## src/rtl/instr_encoder.sv

```systemverilog
// Descriptor-to-MIPS-word encoder that streams encoded words into a 1024-word instruction memory.
// Optional macro CUSTOM_BRANCH_EN turns op_sel 24-30 into SPECIAL2-style custom compare/branch words.
module instr_encoder (
    input  logic        clk,
    input  logic        rst_n,
    input  logic        clear,
    input  logic        in_valid,
    output logic        in_ready,
    input  logic [4:0]  op_sel,
    input  logic [4:0]  rs,
    input  logic [4:0]  rt,
    input  logic [4:0]  rd,
    input  logic [4:0]  shamt,
    input  logic [15:0] imm,
    input  logic [25:0] target,
    output logic        imem_we,
    output logic [9:0]  imem_addr,
    output logic [31:0] imem_wdata,
    output logic [10:0] word_count,
    output logic        full,
    output logic        err
);

    typedef enum logic [1:0] {
        S_RUN  = 2'd0,
        S_FULL = 2'd1,
        S_ERR  = 2'd2
    } state_t;

    state_t      state_q;
    logic [9:0]  ptr_q, ptr_d;
    logic [10:0] word_count_q, word_count_d;
    logic        imem_we_q;
    logic [9:0]  imem_addr_q;
    logic [31:0] imem_wdata_q;
    logic        full_q;
    logic        err_q;

    logic        enc_legal;
    logic [31:0] enc_word;
    logic        accept;

    function automatic logic [31:0] r_type(input logic [4:0] s, input logic [4:0] t,
                                           input logic [4:0] d, input logic [4:0] sh,
                                           input logic [5:0] fn);
        return {6'b000000, s, t, d, sh, fn};
    endfunction

    function automatic logic [31:0] i_type(input logic [5:0] opc, input logic [4:0] s,
                                           input logic [4:0] t, input logic [15:0] im);
        return {opc, s, t, im};
    endfunction

    always_comb begin
        enc_legal = 1'b1;
        enc_word  = 32'h0;
        case (op_sel)
            5'd0:  enc_word = r_type(rs, rt, rd, shamt, 6'b100000);
            5'd1:  enc_word = r_type(rs, rt, rd, shamt, 6'b100010);
            5'd2:  enc_word = r_type(rs, rt, rd, shamt, 6'b100001);
            5'd3:  enc_word = r_type(rs, rt, rd, shamt, 6'b100011);
            5'd4:  enc_word = r_type(rs, rt, rd, shamt, 6'b100100);
            5'd5:  enc_word = r_type(rs, rt, rd, shamt, 6'b100101);
            5'd6:  enc_word = r_type(rs, rt, rd, shamt, 6'b100110);
            5'd7:  enc_word = r_type(rs, rt, rd, shamt, 6'b000000);
            5'd8:  enc_word = r_type(rs, rt, rd, shamt, 6'b000010);
            5'd9:  enc_word = r_type(rs, rt, rd, shamt, 6'b000011);
            5'd10: enc_word = r_type(rs, rt, rd, shamt, 6'b101010);
            5'd11: enc_word = r_type(rs, 5'd0, 5'd0, 5'd0, 6'b001000);
            5'd12: enc_word = i_type(6'b001000, rs, rt, imm);
            5'd13: enc_word = i_type(6'b001001, rs, rt, imm);
            5'd14: enc_word = i_type(6'b001100, rs, rt, imm);
            5'd15: enc_word = i_type(6'b001101, rs, rt, imm);
            5'd16: enc_word = i_type(6'b001110, rs, rt, imm);
            5'd17: enc_word = i_type(6'b001111, 5'd0, rt, imm);
            5'd18: enc_word = i_type(6'b100011, rs, rt, imm);
            5'd19: enc_word = i_type(6'b101011, rs, rt, imm);
            5'd20: enc_word = i_type(6'b000100, rs, rt, imm);
            5'd21: enc_word = i_type(6'b000101, rs, rt, imm);
            5'd22: enc_word = {6'b000010, target};
            5'd23: enc_word = {6'b000011, target};
`ifdef CUSTOM_BRANCH_EN
            5'd24: enc_word = {6'b011111, rs, rt, rd, 5'b00000, 6'b010001};
            5'd25: enc_word = {6'b011111, rs, rt, rd, 5'b00000, 6'b010010};
            5'd26: enc_word = {6'b011111, rs, rt, rd, 5'b00000, 6'b010011};
            5'd27: enc_word = {6'b011111, rs, rt, rd, 5'b00000, 6'b010100};
            5'd28: enc_word = {6'b011111, rs, rt, rd, 5'b00000, 6'b010101};
            5'd29: enc_word = {6'b011111, rs, rt, rd, 5'b00000, 6'b010110};
            5'd30: enc_word = {6'b011111, rs, rt, rd, 5'b00000, 6'b011000};
`endif
            default: enc_legal = 1'b0;
        endcase
    end

    // rst_n gates ready so nothing is offered as accepted while the block is held in reset
    assign in_ready     = rst_n & (state_q == S_RUN) & ~clear;
    assign accept       = in_valid & in_ready;
    assign ptr_d        = ptr_q + 10'd1;
    assign word_count_d = word_count_q + 11'd1;

    always_ff @(posedge clk or negedge rst_n) begin
        if (!rst_n) begin
            state_q      <= S_RUN;
            ptr_q        <= 10'd0;
            word_count_q <= 11'd0;
            imem_we_q    <= 1'b0;
            imem_addr_q  <= 10'd0;
            imem_wdata_q <= 32'h0;
            full_q       <= 1'b0;
            err_q        <= 1'b0;
        end else if (clear) begin
            state_q      <= S_RUN;
            ptr_q        <= 10'd0;
            word_count_q <= 11'd0;
            imem_we_q    <= 1'b0;
            full_q       <= 1'b0;
            err_q        <= 1'b0;
        end else begin
            imem_we_q <= 1'b0;
            if (accept) begin
                if (enc_legal) begin
                    imem_we_q    <= 1'b1;
                    imem_addr_q  <= ptr_q;
                    imem_wdata_q <= enc_word;
                    word_count_q <= word_count_d;
                    // last slot: stop at 1023 rather than wrapping over word 0
                    if (ptr_q == 10'd1023) begin
                        state_q <= S_FULL;
                        full_q  <= 1'b1;
                    end else begin
                        ptr_q <= ptr_d;
                    end
                end else begin
                    state_q <= S_ERR;
                    err_q   <= 1'b1;
                end
            end
        end
    end

    assign imem_we    = imem_we_q;
    assign imem_addr  = imem_addr_q;
    assign imem_wdata = imem_wdata_q;
    assign word_count = word_count_q;
    assign full       = full_q;
    assign err        = err_q;

endmodule

```

## config.mk

```make
export PLATFORM = sky130hd
export DESIGN_NAME = instr_encoder
export DESIGN_NICKNAME = d
export VERILOG_FILES = /design/src/rtl/instr_encoder.sv
export SDC_FILE = /design/constraint.sdc
export NUM_CORES = 1
export LEC_CHECK = 0
export ABC_AREA = 1
export CAP_MARGIN = 20
export CORE_MARGIN = 1.5
export CORE_UTILIZATION = 46
export DETAILED_ROUTE_END_ITERATION = 8
export PLACE_DENSITY_LB_ADDON = 0.25
export SLEW_MARGIN = 25
export SYNTH_ARGS = -nofsm -noshare
export SYNTH_HDL_FRONTEND = slang
export SYNTH_SLANG_ARGS = --single-unit
```

## constraint.sdc

```tcl
create_clock -name clk -period 2.2 [get_ports clk]
set_clock_uncertainty 0.05 [all_clocks]
set_input_delay 0.44 -clock clk [delete_from_list [all_inputs] [get_ports clk]]
set_output_delay 0.44 -clock clk [all_outputs]
set_load 0.02 [all_outputs]
```

==> flow_metrics.env <==
export IMPL_ios=128
export IMPL_post_cts_buffers=0
export IMPL_overflow=0
export IMPL_worst_slack_ps=220
export IMPL_end_kind="primary output"
export IMPL_fin_cells=717
export IMPL_place_area_um2=5110
export IMPL_dr_pass1_iters=5
export IMPL_cap_violations=0
export IMPL_totalWireLength_um=9870
export IMPL_cp_max_fo=2
export IMPL_synth_area_per_cell_um2=7.80
export IMPL_cp_data_arrival_time_ps=1490
export IMPL_clk_pin_slew_ps=80
export IMPL_hp_class="primary input to async pin"
export IMPL_dp_slack_ps=-80.9
export IMPL_cts_buffer_depth=2
export IMPL_antenna_found_initial=0
export IMPL_antenna_cells=0
export IMPL_dp_hpwl_um=7250
export IMPL_num_vias=3731
export IMPL_drc=0
export IMPL_required_ps=1710
export IMPL_ys_seq_elements=67
export IMPL_fp_dieW_um=92.4
export IMPL_postSynthCellCount=471
export IMPL_max_freq_mhz=505
export IMPL_coreArea_um2=7730
export IMPL_synthToLayoutAreaGrowth_pct=44.0
export IMPL_io_buffers=126
export IMPL_totalPowerFinal_mw=3.53
export IMPL_status="finished, final reports clean"
export IMPL_tightest_slew_ps=825
export IMPL_viasPerCell=5.20
export IMPL_gp_congestion=0.938
export IMPL_finalSetupViolCount=0
export IMPL_synth_cell_types=33
export IMPL_die_h_um=92.4
export IMPL_yosys_warnings=0
export IMPL_crit_path_start_kind="primary input"
export IMPL_path_cells="clkdlybuf4s50_1 > nor4_1 > dlygate4sd2_1"
export IMPL_relSlewSlack=0.450
export IMPL_critPathMaxStageDelay_ps=420
export IMPL_ir_drop_uv=464
export IMPL_start_util=0.475
export IMPL_p_leak_nw=2.38
export IMPL_fin_area_um2=5290
export IMPL_grt_pass1_vias=3578
export IMPL_synthesis_nets=544
export IMPL_numClockSinks=67
export IMPL_final_nets=683
export IMPL_cp_slowest_cell="clkdlybuf4s50_1"
export IMPL_grt_usage=0.241
export IMPL_die_area_um2=8530
export IMPL_worst_hold_slack_ps=269
export IMPL_rsz0062_at_grt="false"
export IMPL_yosysSeqAreaShare=0.456
export IMPL_grt_max_degree=68
export IMPL_finalHoldViolCount=0
export IMPL_grt_pass1_wl_um=16600
export IMPL_crit_family="buffers and inverters"
export IMPL_synth_top_cells_by_area="dfrtp_1 (46%), nand2_1 (13%), inv_1 (4.9%)"
export IMPL_ant_nets=0
export IMPL_nFillCells=658
export IMPL_yosysTopAreaCell="dfrtp_1"
export IMPL_cellPowerDensity_nw_per_um2=668
export IMPL_clockRootBuffer="clkbuf_8"
export IMPL_numCtsBuffers=9
export IMPL_post_drt_wl_per_cell_um=13.8
export IMPL_synth_cell_area_um2=3670
export IMPL_dp_cells=701
export IMPL_cts_tree="built"
export IMPL_crit_type="primary input to primary output"
export IMPL_drt_iter0_drc=134
export IMPL_std_cell_rows=32
export IMPL_fin_crit_ps=1980
export IMPL_report_final_slew_viol_count=0
export IMPL_layout_drive_gt1_share=0.122
export IMPL_post_route_period_util=0.900
export IMPL_yosysTopAreaCellShare=0.456
export IMPL_htreeDepth=3
export IMPL_path_buf_inv=2
export IMPL_insertion_delay_ps=340
==> layer usage <==
metal  share of wire  wire length [um]  up-vias  global-route usage
met3           0.059               583       18              0.0460
met4           0.017               167        0              0.0974
met2            0.49              4850      129               0.397
met5               0                 0        -                   0
li1                -                 -     1817                   -
met1            0.43              4270     1767               0.310
==> sequential cells by signal, summed over array words and instances (netlist names) <==
name / flops
err: 1
imem_addr: 10
word_count: 11
imem_we: 1
ptr_q: 10
state_q: 2
full: 1
imem_wdata: 31
==> layout make-up <==
class / instances / area, um^2 / area share
well taps: 102 / 128 / 0.0241
inverters: 48 / 180 / 0.0341
clock inverters: 6 / 50.0 / 0.00946
multi-input cells: 334 / 1670 / 0.315
flip-flops and latches: 67 / 1680 / 0.317
clock buffers: 10 / 128 / 0.0241
repair buffers: 150 / 1460 / 0.276
==> power breakdown <==
| group | internal, mW | switching (mW) | total (mW) |
|---|---|---|---|
| registers | 1.39 | 0.105 | 1.50 |
| logic | 0.577 | 0.524 | 1.10 |
| clock network | 0.421 | 0.517 | 0.938 |
==> worst register-to-register path, stage by stage, from the launching register on <==
cell and delay (ps):
dfrtp_1 400, ha_1 230, nand4_1 180, nor2_2 180
nand2_2 100, nor2_4 150, nor2_4 80, nor2_8 230
nand2_1 100, o21ai_2 60
==> cell usage in the layout (no fill, tap or decap), types with 2 or more instances in the layout <==
master,instances
nand4_1,10
a21oi_1,34
buf_12,2
nand3_1,35
o21ai_0,25
or2_2,18
nor2_1,24
nor2_2,3
nor2_4,2
clkinv_4,2
o21ai_2,7
clkdlybuf4s50_1,124
dfrtp_1,67
o211ai_1,3
inv_1,48
nor3_1,13
a2bb2oi_1,9
clkinvlp_4,2
buf_4,22
inv_6,2
nand2_1,130
ha_1,2
a21boi_1,6
o21a_1,2
nand2_2,3
clkbuf_8,9
==> repair_timing <==
item / CTS / global route
setup endpoints to repair: 1 / 0
hold buffers: 0 / 0
resized for setup: 1 / 0
==> per-stage QoR <==
stage | util | TNS (ps)
after floorplan | - | 0
after global placement | 0.662 | -118
after detailed placement | 0.662 | -551
after CTS | 0.685 | 0
after global routing | 0.685 | 0
final | 0.685 | 0
==> synth_stat cells, drive strengths merged <==
cell type,n
nand2,134
dfrtp,67
inv,48
nand3,35
a21oi,34
o21ai,32
nor2,30
buf,18
or2,18
nor3,13
nand4,10
a2bb2oi,9
a21boi,7
clkbuf,4
o211ai,3
ha,2
o21a,2
a211oi,1
and3,1
conb,1
nor4,1
xor2,1
==> worst paths after layout <==
| path | end | depth (start not counted) | startpoint | slack [ps] |
|---|---|---|---|---|
| max reg2reg | ptr_q[4] | 9 | ptr_q[1] | 380 |
| min | word_count[7] | 2 | rst_n | 270 |
| min reg2reg | full | 2 | full | 440 |
| max | in_ready | 3 | clear | 220 |
| max in group asynchronous | imem_wdata[20] | 2 | rst_n | 1300 |
| min in group clk | full | 2 | full | 440 |
==> logic make-up after synthesis <==
logic type,count (synthesis),synth area share
AO/OA/AOI/OAI,88,0.145
XOR/XNOR,1,0.00238
adder cells (fa/ha/maj),2,0.00681
buffers and inverters,70,0.0896
flip-flops,67,0.456
other,1,0.00102
AND/OR/NAND/NOR,242,0.299
No activity file was read; power rests on OpenSTA's default activity.
